--- config.mk ---
export PLATFORM = sky130hd
export DESIGN_NAME = quad_decoder
export DESIGN_NICKNAME = d
export VERILOG_FILES = /design/src/rtl/quad_decoder.sv
export SDC_FILE = /design/constraint.sdc
export NUM_CORES = 1
export LEC_CHECK = 0
export BUFFER_PORTS_ARGS = -buffer_cell sky130_fd_sc_hd__buf_2
export CAP_MARGIN = 0
export CELL_PAD_IN_SITES_DETAIL_PLACEMENT = 1
export CELL_PAD_IN_SITES_GLOBAL_PLACEMENT = 2
export CORE_ASPECT_RATIO = 1.25
export CORE_MARGIN = 1
export CORE_UTILIZATION = 35
export DETAILED_ROUTE_END_ITERATION = 16
export PLACE_DENSITY = 0.83
export SYNTH_ARGS = -nofsm -noshare
export SYNTH_HDL_FRONTEND = slang
export SYNTH_SLANG_ARGS = --single-unit
--- constraint.sdc ---
create_clock -name wb_clk_i -period 2.8 [get_ports wb_clk_i]
set_input_delay 0.28 -clock wb_clk_i [delete_from_list [all_inputs] [get_ports wb_clk_i]]
set_output_delay 0.28 -clock wb_clk_i [all_outputs]
set_load 0.01 [all_outputs]
--- src/rtl/quad_decoder.sv ---
// Quadrature encoder front end: two-flop synchroniser, per-phase debounce,
// 4x decode into a position counter with step strobe, direction and a
// sticky illegal-transition flag.
//
// state | meaning
// ------+----------------------------------------------------------------
// ACQ   | after reset: filters and prev track the pins directly, no decode
// RUN   | debounce active, transitions decoded into count/step/dir/err
module quad_decoder #(
    parameter int WIDTH    = 8,
    parameter int DEBOUNCE = 4,
    parameter bit SATURATE = 1'b0
) (
    input  logic             wb_clk_i,
    input  logic             wb_rst_i,
    input  logic             enable,
    input  logic             enc_a,
    input  logic             enc_b,
    input  logic             clear,
    input  logic             err_clr,
    output logic [WIDTH-1:0] value,
    output logic             step,
    output logic             dir,
    output logic             err
);

    typedef enum logic {
        ACQ = 1'b0,
        RUN = 1'b1
    } state_t;

    // ACQ spans DEBOUNCE+2 cycles; 9 bits because DEBOUNCE may reach 255.
    localparam logic [8:0]       ACQ_LOAD = 9'(DEBOUNCE + 1);
    localparam logic [7:0]       DB_LAST  = 8'(DEBOUNCE - 1);
    localparam logic [WIDTH-1:0] VMAX     = {WIDTH{1'b1}};

    state_t           state;
    state_t           state_nxt;
    logic [8:0]       acq_cnt;

    // Bit 1 is phase A, bit 0 is phase B throughout.
    logic [1:0]       sync_1;
    logic [1:0]       sync_ab;
    logic [1:0]       filt;
    logic [1:0]       prev;
    logic [7:0]       db_cnt [0:1];

    logic             fwd;
    logic             rev;
    logic             ill;
    logic [WIDTH-1:0] value_up;
    logic [WIDTH-1:0] value_dn;

    // State register.
    always_ff @(posedge wb_clk_i) begin
        if (wb_rst_i) begin
            state <= ACQ;
        end else begin
            state <= state_nxt;
        end
    end

    // Acquisition down-counter; leaving ACQ happens at terminal count zero.
    always_ff @(posedge wb_clk_i) begin
        if (wb_rst_i) begin
            acq_cnt <= ACQ_LOAD;
        end else if (state == ACQ && acq_cnt != 9'd0) begin
            acq_cnt <= acq_cnt - 9'd1;
        end
    end

    // Next state and transition classification of prev -> filt.
    always_comb begin
        state_nxt = state;
        fwd       = 1'b0;
        rev       = 1'b0;
        ill       = 1'b0;
        case (state)
            ACQ: begin
                if (acq_cnt == 9'd0) begin
                    state_nxt = RUN;
                end
            end
            RUN: begin
                case ({prev, filt})
                    4'b00_10, 4'b10_11, 4'b11_01, 4'b01_00: fwd = 1'b1;
                    4'b10_00, 4'b11_10, 4'b01_11, 4'b00_01: rev = 1'b1;
                    4'b00_11, 4'b11_00, 4'b10_01, 4'b01_10: ill = 1'b1;
                    default: ;
                endcase
            end
            default: state_nxt = ACQ;
        endcase
    end

    // Candidate next counts; saturating build clamps at the rails.
    always_comb begin
        value_up = value + WIDTH'(1);
        value_dn = value - WIDTH'(1);
        if (SATURATE && value == VMAX) begin
            value_up = value;
        end
        if (SATURATE && value == '0) begin
            value_dn = value;
        end
    end

    // Two-flop synchroniser for the asynchronous pad inputs.
    always_ff @(posedge wb_clk_i) begin
        if (wb_rst_i) begin
            sync_1  <= 2'b00;
            sync_ab <= 2'b00;
        end else begin
            sync_1  <= {enc_a, enc_b};
            sync_ab <= sync_1;
        end
    end

    // Per-phase debounce into filt; ACQ copies straight through so the
    // levels present at reset release never look like a transition.
    always_ff @(posedge wb_clk_i) begin
        if (wb_rst_i) begin
            filt      <= 2'b00;
            prev      <= 2'b00;
            db_cnt[0] <= 8'd0;
            db_cnt[1] <= 8'd0;
        end else if (state == ACQ) begin
            filt      <= sync_ab;
            prev      <= filt;
            db_cnt[0] <= 8'd0;
            db_cnt[1] <= 8'd0;
        end else begin
            prev <= filt;
            for (int i = 0; i < 2; i++) begin
                if (sync_ab[i] == filt[i]) begin
                    db_cnt[i] <= 8'd0;
                end else if (db_cnt[i] == DB_LAST) begin
                    filt[i]   <= sync_ab[i];
                    db_cnt[i] <= 8'd0;
                end else begin
                    db_cnt[i] <= db_cnt[i] + 8'd1;
                end
            end
        end
    end

    // Output registers: count, step strobe, direction and sticky error.
    always_ff @(posedge wb_clk_i) begin
        if (wb_rst_i) begin
            value <= '0;
            step  <= 1'b0;
            dir   <= 1'b0;
            err   <= 1'b0;
        end else begin
            step <= 1'b0;
            if (enable && (fwd || rev)) begin
                step <= 1'b1;
                dir  <= fwd;
            end
            if (clear) begin
                value <= '0;
            end else if (enable && fwd) begin
                value <= value_up;
            end else if (enable && rev) begin
                value <= value_dn;
            end
            if (ill) begin
                err <= 1'b1;
            end else if (err_clr) begin
                err <= 1'b0;
            end
        end
    end

endmodule

==> flow_summary.ini, run 1 <==
[final_layout]
finalNetCount = 297
nFillCells = 772
area_delta_synth_final_pct = 15.3
antenna_cells = 0
drive_gt1_share_pct = 15.7
most-common-layout-cells = dfxtp_1 (29), nor2_1 (27), xor2_1 (19), nand3_1 (17), buf_2 (17)
final_common_cell = dfxtp_1

[sta]
skew_ns = 0.00753
drv_slew = 0
worst_pin_slew_ns = 0.516
min_period_ns = 2.54
fin_crit_sh_pct = 90.7
hold_violations = 0
tns_ns = 0
setup_viol = 0
max_slew_margin_pct = 65.4
fmax_ghz = 0.394
rsz0062_at_grt = no
hold_ws_ns = 0.185

[pwr]
p_leak_nw = 1.10
swShare_pct = 29.0
peakVddDrop_uv = 246
combPwrFrac_pct = 16.0
p_per_area_nw_per_um2 = 502
cell_internal_pwr_uw = 992
seqPwrFrac_pct = 54.6
switching_power_uw = 406
clkPwrFrac_pct = 29.4

[min_path]
worstHoldStart = enc_a
hp-class = input pin to flip-flop
hold_depth = 2
min_to = sync_1[1]$_SDFF_PP0_

[worst_setup_path]
reg2reg_depth = 9
r2r-end = value[7]$_SDFFE_PP0P_
arrival_ns = 2.71
crit_fanout = 8
crit_type = flip-flop to flip-flop
worst_ep_required_time_ns = 2.97
rr_startpoint = prev[0]$_SDFF_PP0_
ff2ff_setup_slack_ns = 0.26
cp-start-kind = flip-flop
crit_path_end_kind = flip-flop

[global_routing]
grt_pass1_wl_um = 8940
track_usage_pct = 15.5
grt_start_max_net_pins = 27
antenna_found_initial = 0
overflow = 0
grt_pass1_vias = 1909

[clock_tree]
cts_tree = done
cts_resized = 0
path_clk_slew_ns = 0.09
ctsHoldBuffers = 0
htreeDepth = 2
clkSinkCount = 45
cts_buffer_depth = 2
cts_buffers = 5
cts_root_buf = clkbuf_8
clk_latency_ns = 0.30
post_cts_buffers = 0

[floorplan]
fp.dieW_um = 76.3
coreArea_um2 = 6610
std_cell_rows = 33
ios = 18
die_y_um = 94.9
die-area_um2 = 7240
start_util_pct = 36.6

[logic_synthesis]
ys_dominant_reg_cell = dfxtp_1
ys_types = 55
netlist_instances = 242
synth_top_family_by_area = simple AND/OR/NAND/NOR gates
netlist_area_um2 = 2410
synth-compound-area-share_pct = 14.9
synth-simple-area-share_pct = 23.8
synthAdderAreaFrac_pct = 5.49
yosysSeqAreaShare_pct = 43.9
synthMuxAreaShare_pct = 0.415
syn_avg_cell_area_um2 = 9.98
synth_edf_count = 16
synth_xor_area_share_pct = 8.70
yosys_warnings = 0
ys_ff_latch = 45
synthArstFlopShare_pct = 0

[routing]
route.detailed.drc = 0
via_per_inst = 5.16
wire_per_inst_um = 13.9
dr.first_iter.drc_count = 32
drt_first_pass_iters = 4
num_vias = 1900
wirelength_um = 5110
ant_nets = 0

[job]
max_cap_viol_count = 0

[placement]
place_congestion = 0.830
io_buffer_count = 17
dpl.hpwl_um = 3760

[run_status]
run_status = finished, final reports clean
## final cells by class
cell class | count | area [µm²] | share of cell area [%]
multi-input cells | 197 | 1360 | 48.9
well taps | 87 | 109 | 3.91
flip-flops and latches | 45 | 1060 | 38.1
inverters | 8 | 33.8 | 1.21
clock inverters | 3 | 21.3 | 0.764
repair buffers | 23 | 130 | 4.67
clock buffers | 5 | 68.8 | 2.47
## critical path, cell delays in order, from the launching register on
cell        delay, ns
dfxtp_1          0.40
xnor2_1          0.14
nor3_4           0.26
clkinvlp_4       0.22
buf_4            0.21
ha_1             0.34
or2_2            0.30
a31oi_1          0.32
a211o_1          0.16
o211ai_1         0.08
## power by group through the flow
| stage | sequential [mW] | combinational (mW) | clock (mW) |
|---|---|---|---|
| after floorplan | 0.766 | 0.177 | 0 |
| after detailed placement | 0.780 | 0.217 | 0 |
| after CTS | 0.764 | 0.225 | 0.434 |
| final | 0.763 | 0.224 | 0.411 |
| after global routing | 0.772 | 0.256 | 0.460 |
| after global placement | 0.777 | 0.213 | 0 |
## worst max-delay path by stage
stage	start	end	slack (ns)
CTS	prev[0]$_SDFF_PP0_	value[7]$_SDFFE_PP0P_	0.15
global placement	prev[0]$_SDFF_PP0_	value[7]$_SDFFE_PP0P_	0.26
floorplan	filt[1]$_SDFFE_PP0P_	value[7]$_SDFFE_PP0P_	0.15
finish	prev[0]$_SDFF_PP0_	value[7]$_SDFFE_PP0P_	0.26
detailed placement	prev[0]$_SDFF_PP0_	value[7]$_SDFFE_PP0P_	0.17
global route	state$_SDFF_PP0_	value[7]$_SDFFE_PP0P_	0.07
## per-stage QoR
step	util (%)	power [mW]	instances	cell area, µm²	setup WS (ns)
floorplan	-	0.943	257	2470	0.147
global placement	40.5	0.990	360	2680	0.256
detailed placement	40.5	0.997	360	2680	0.174
CTS	41.9	1.42	368	2770	0.147
global route	42.1	1.49	368	2780	0.0677
finish	42.1	1.40	368	2780	0.259
## layer usage
layer | track usage [%] | part of all wire [%] | wire [µm]
met5 | 0 | 0 | 0
met4 | 4.33 | 0.55 | 28
met3 | 3.00 | 2.2 | 111
met2 | 28.0 | 51 | 2590
met1 | 18.7 | 47 | 2380
## cells in the mapped netlist (2+ instances only)
| master | n | share of area [%] |
|---|---|---|
| xor2_1 | 19 | 6.9 |
| nand4_1 | 2 | 0.52 |
| edfxtp_1 | 16 | 20 |
| nor2b_1 | 7 | 1.8 |
| nand3_1 | 17 | 3.5 |
| a211o_1 | 4 | 1.5 |
| nor4b_1 | 3 | 1.1 |
| o211ai_1 | 4 | 1.2 |
| dfxtp_1 | 29 | 24 |
| nand2_1 | 4 | 0.62 |
| nand3b_1 | 2 | 0.62 |
| nor3b_1 | 4 | 1.2 |
| a21o_1 | 3 | 0.93 |
| or4b_1 | 2 | 0.83 |
| nor3_1 | 8 | 1.7 |
| a211oi_1 | 4 | 1.2 |
| buf_2 | 2 | 0.41 |
| nor2_1 | 27 | 4.2 |
| and3_1 | 4 | 1.0 |
| xnor2_1 | 5 | 1.8 |
| or3b_2 | 2 | 0.73 |
| clkbuf_1 | 4 | 0.62 |
| nand2b_1 | 4 | 1.0 |
| ha_1 | 9 | 4.7 |
| o21ai_0 | 8 | 1.7 |
| a21oi_1 | 11 | 2.3 |
| inv_1 | 7 | 1.1 |
| or4_4 | 2 | 0.93 |
| o31ai_1 | 2 | 0.62 |
| o41ai_1 | 2 | 0.73 |
## registers in the layout (all words and copies together) (netlist names)
name     cells
dir          1
state        1
err          1
value        8
sync_ab      2
filt         2
prev         2
acq_cnt      9
step         1
sync_1       2
db_cnt      16
## kinds of logic (layout without fill, tap and decap cells)
logic type | count (synthesis) | after routing
buffers and inverters | 15 | 39
other | 1 | 16
and+or+nand+nor | 98 | 98
DFF | 45 | 45
muxes | 1 | 1
adders and majority gates | 10 | 10
AOI/OAI and AO/OA | 48 | 48
xor gates and xnor gates | 24 | 24
(Power assumes the default switching activity.)
==> inputs of run 2 (changes only) <==
--- a/config.mk
+++ b/config.mk
@@ -13,6 +13,7 @@
 export CORE_MARGIN = 1
 export CORE_UTILIZATION = 35
 export DETAILED_ROUTE_END_ITERATION = 16
+export MAX_ROUTING_LAYER = met4
 export PLACE_DENSITY = 0.83
 export SYNTH_ARGS = -nofsm -noshare
 export SYNTH_HDL_FRONTEND = slang
==> flow_summary.ini, run 2 (synthesis gave the netlist of run 1 again) <==
[pwr]
peakVddDrop_uv = 243
p_leak_nw = 1.10
p_per_area_nw_per_um2 = 502

[global_routing]
overflow = 0
grt_pass1_vias = 1907
gr-max-usage-layer = met2
antenna_found_initial = 0
grt_use_met2_pct = 28.0
track_usage_pct = 15.9
grt_util_met3_pct = 3.00
grt_start_max_net_pins = 27
met1_usage_pct = 18.7
grt_pass1_wl_um = 8940

[sta]
max_slew_margin_pct = 65.4
fmax_ghz = 0.393
setup_viol = 0
drv_slew = 0
tns_ns = 0
hold_violations = 0
rsz0062_at_grt = no
worst_slack_ns = 0.258
min_period_ns = 2.54
worst_pin_slew_ns = 0.516
fin_crit_sh_pct = 90.8
skew_ns = 0.00754

[final_layout]
drive_gt1_share_pct = 15.7
most-common-layout-cells = dfxtp_1 (29), nor2_1 (27), xor2_1 (19), nand3_1 (17), buf_2 (17)
finalNetCount = 297
final_common_cell = dfxtp_1
largest_reg_flops = 16
regMostFlops = db_cnt
register_area_um2 = 1060
largest_registers = db_cnt (16), acq_cnt (9), value (8)
area_delta_synth_final_pct = 15.3
antenna_cells = 0
nFillCells = 772
final_cells = 368
multi_input_area_um2 = 1360

[floorplan]
start_util_pct = 36.6
fp.dieW_um = 76.3
die-area_um2 = 7240
ios = 18
coreArea_um2 = 6610
die_y_um = 94.9
std_cell_rows = 33

[clock_tree]
cts_root_buf = clkbuf_8
cts_buffer_depth = 2
clkSinkCount = 45
clk_latency_ns = 0.30
ctsHoldBuffers = 0
path_clk_slew_ns = 0.09
htreeDepth = 2
cts_tree = done
cts_buffers = 5

[worst_setup_path]
crit_path_end_kind = flip-flop
arrival_ns = 2.71
crit_fanout = 8
crit_type = flip-flop to flip-flop
cp-start-kind = flip-flop
worst_ep_required_time_ns = 2.97

[routing]
ant_nets = 0
num_vias = 1900
wirelength_um = 5100
drt_first_pass_iters = 4
route.detailed.drc = 0
dr.first_iter.drc_count = 33
wire_per_inst_um = 13.9
via_per_inst = 5.16

[run_status]
run_status = finished, final reports clean

[placement]
place_congestion = 0.843
post-place-ws_ns = 0.174
dpl.hpwl_um = 3760
place_inst = 360
io_buffer_count = 17

[job]
max_cap_viol_count = 0

[min_path]
hp-class = input pin to flip-flop
[run 2: cell counts in the layout (fill, tap and decap cells not counted)]
Identical to the previous run, type by type.
[run 2: power by group]
group | internal, mW | total, mW | switching [mW] | leakage (nW)
clock | 0.178 | 0.411 | 0.234 | 0.0462
combinational | 0.0969 | 0.224 | 0.127 | 0.649
sequential | 0.718 | 0.763 | 0.0452 | 0.401
total | 0.992 | 1.40 | 0.406 | 1.10
[run 2: worst paths after layout]
kind                   startpoint                     to  slack (ns)  cells after the start
max            prev[0]$_SDFF_PP0_  value[7]$_SDFFE_PP0P_        0.26                      9
min                         enc_a   sync_1[1]$_SDFF_PP0_        0.18                      2
max reg2reg    prev[0]$_SDFF_PP0_  value[7]$_SDFFE_PP0P_        0.26                      9
min reg2reg  sync_1[0]$_SDFF_PP0_  sync_ab[0]$_SDFF_PP0_        0.46                      1
[run 2: area by class of cell]
type / instances / area share, %
clock buffer: 5 / 2.47
clock inverter: 3 / 0.764
inverter: 8 / 1.21
multi-input combinational: 197 / 48.9
sequential: 45 / 38.1
tap: 87 / 3.91
timing repair buffer: 23 / 4.67
[run 2: critical path: stages, from the launching register on]
cell and delay, ns:
dfxtp_1 0.40, xnor2_1 0.14, nor3_4 0.26, clkinvlp_4 0.22, buf_4 0.21, ha_1 0.34
or2_2 0.30, a31oi_1 0.31, a211o_1 0.16, o211ai_1 0.08
[run 2: metal layers]
| layer | share of wire (%) | vias to the layer above |
|---|---|---|
| li1 | - | 953 |
| met1 | 46 | 929 |
| met2 | 51 | 16 |
| met3 | 2.2 | 2 |
| met4 | 0.53 | 0 |
| met5 | 0 | - |
[run 2: repair_timing]
| action | CTS | global route |
|---|---|---|
| endpoints found under the setup margin | 0 | 1 |
| setup buffers | 0 | 0 |
| gates resized for setup | 0 | 2 |
[run 2: through the flow]
stage	power [mW]	instance area, µm²	util (%)	hold slack (ns)
final	1.40	2780	42.1	0.185
after global routing	1.49	2780	42.1	0.179
after CTS	1.42	2770	41.9	0.177
after detailed placement	0.997	2680	40.5	0.425
after global placement	0.990	2680	40.5	0.426
after floorplan	0.943	2470	-	0.408
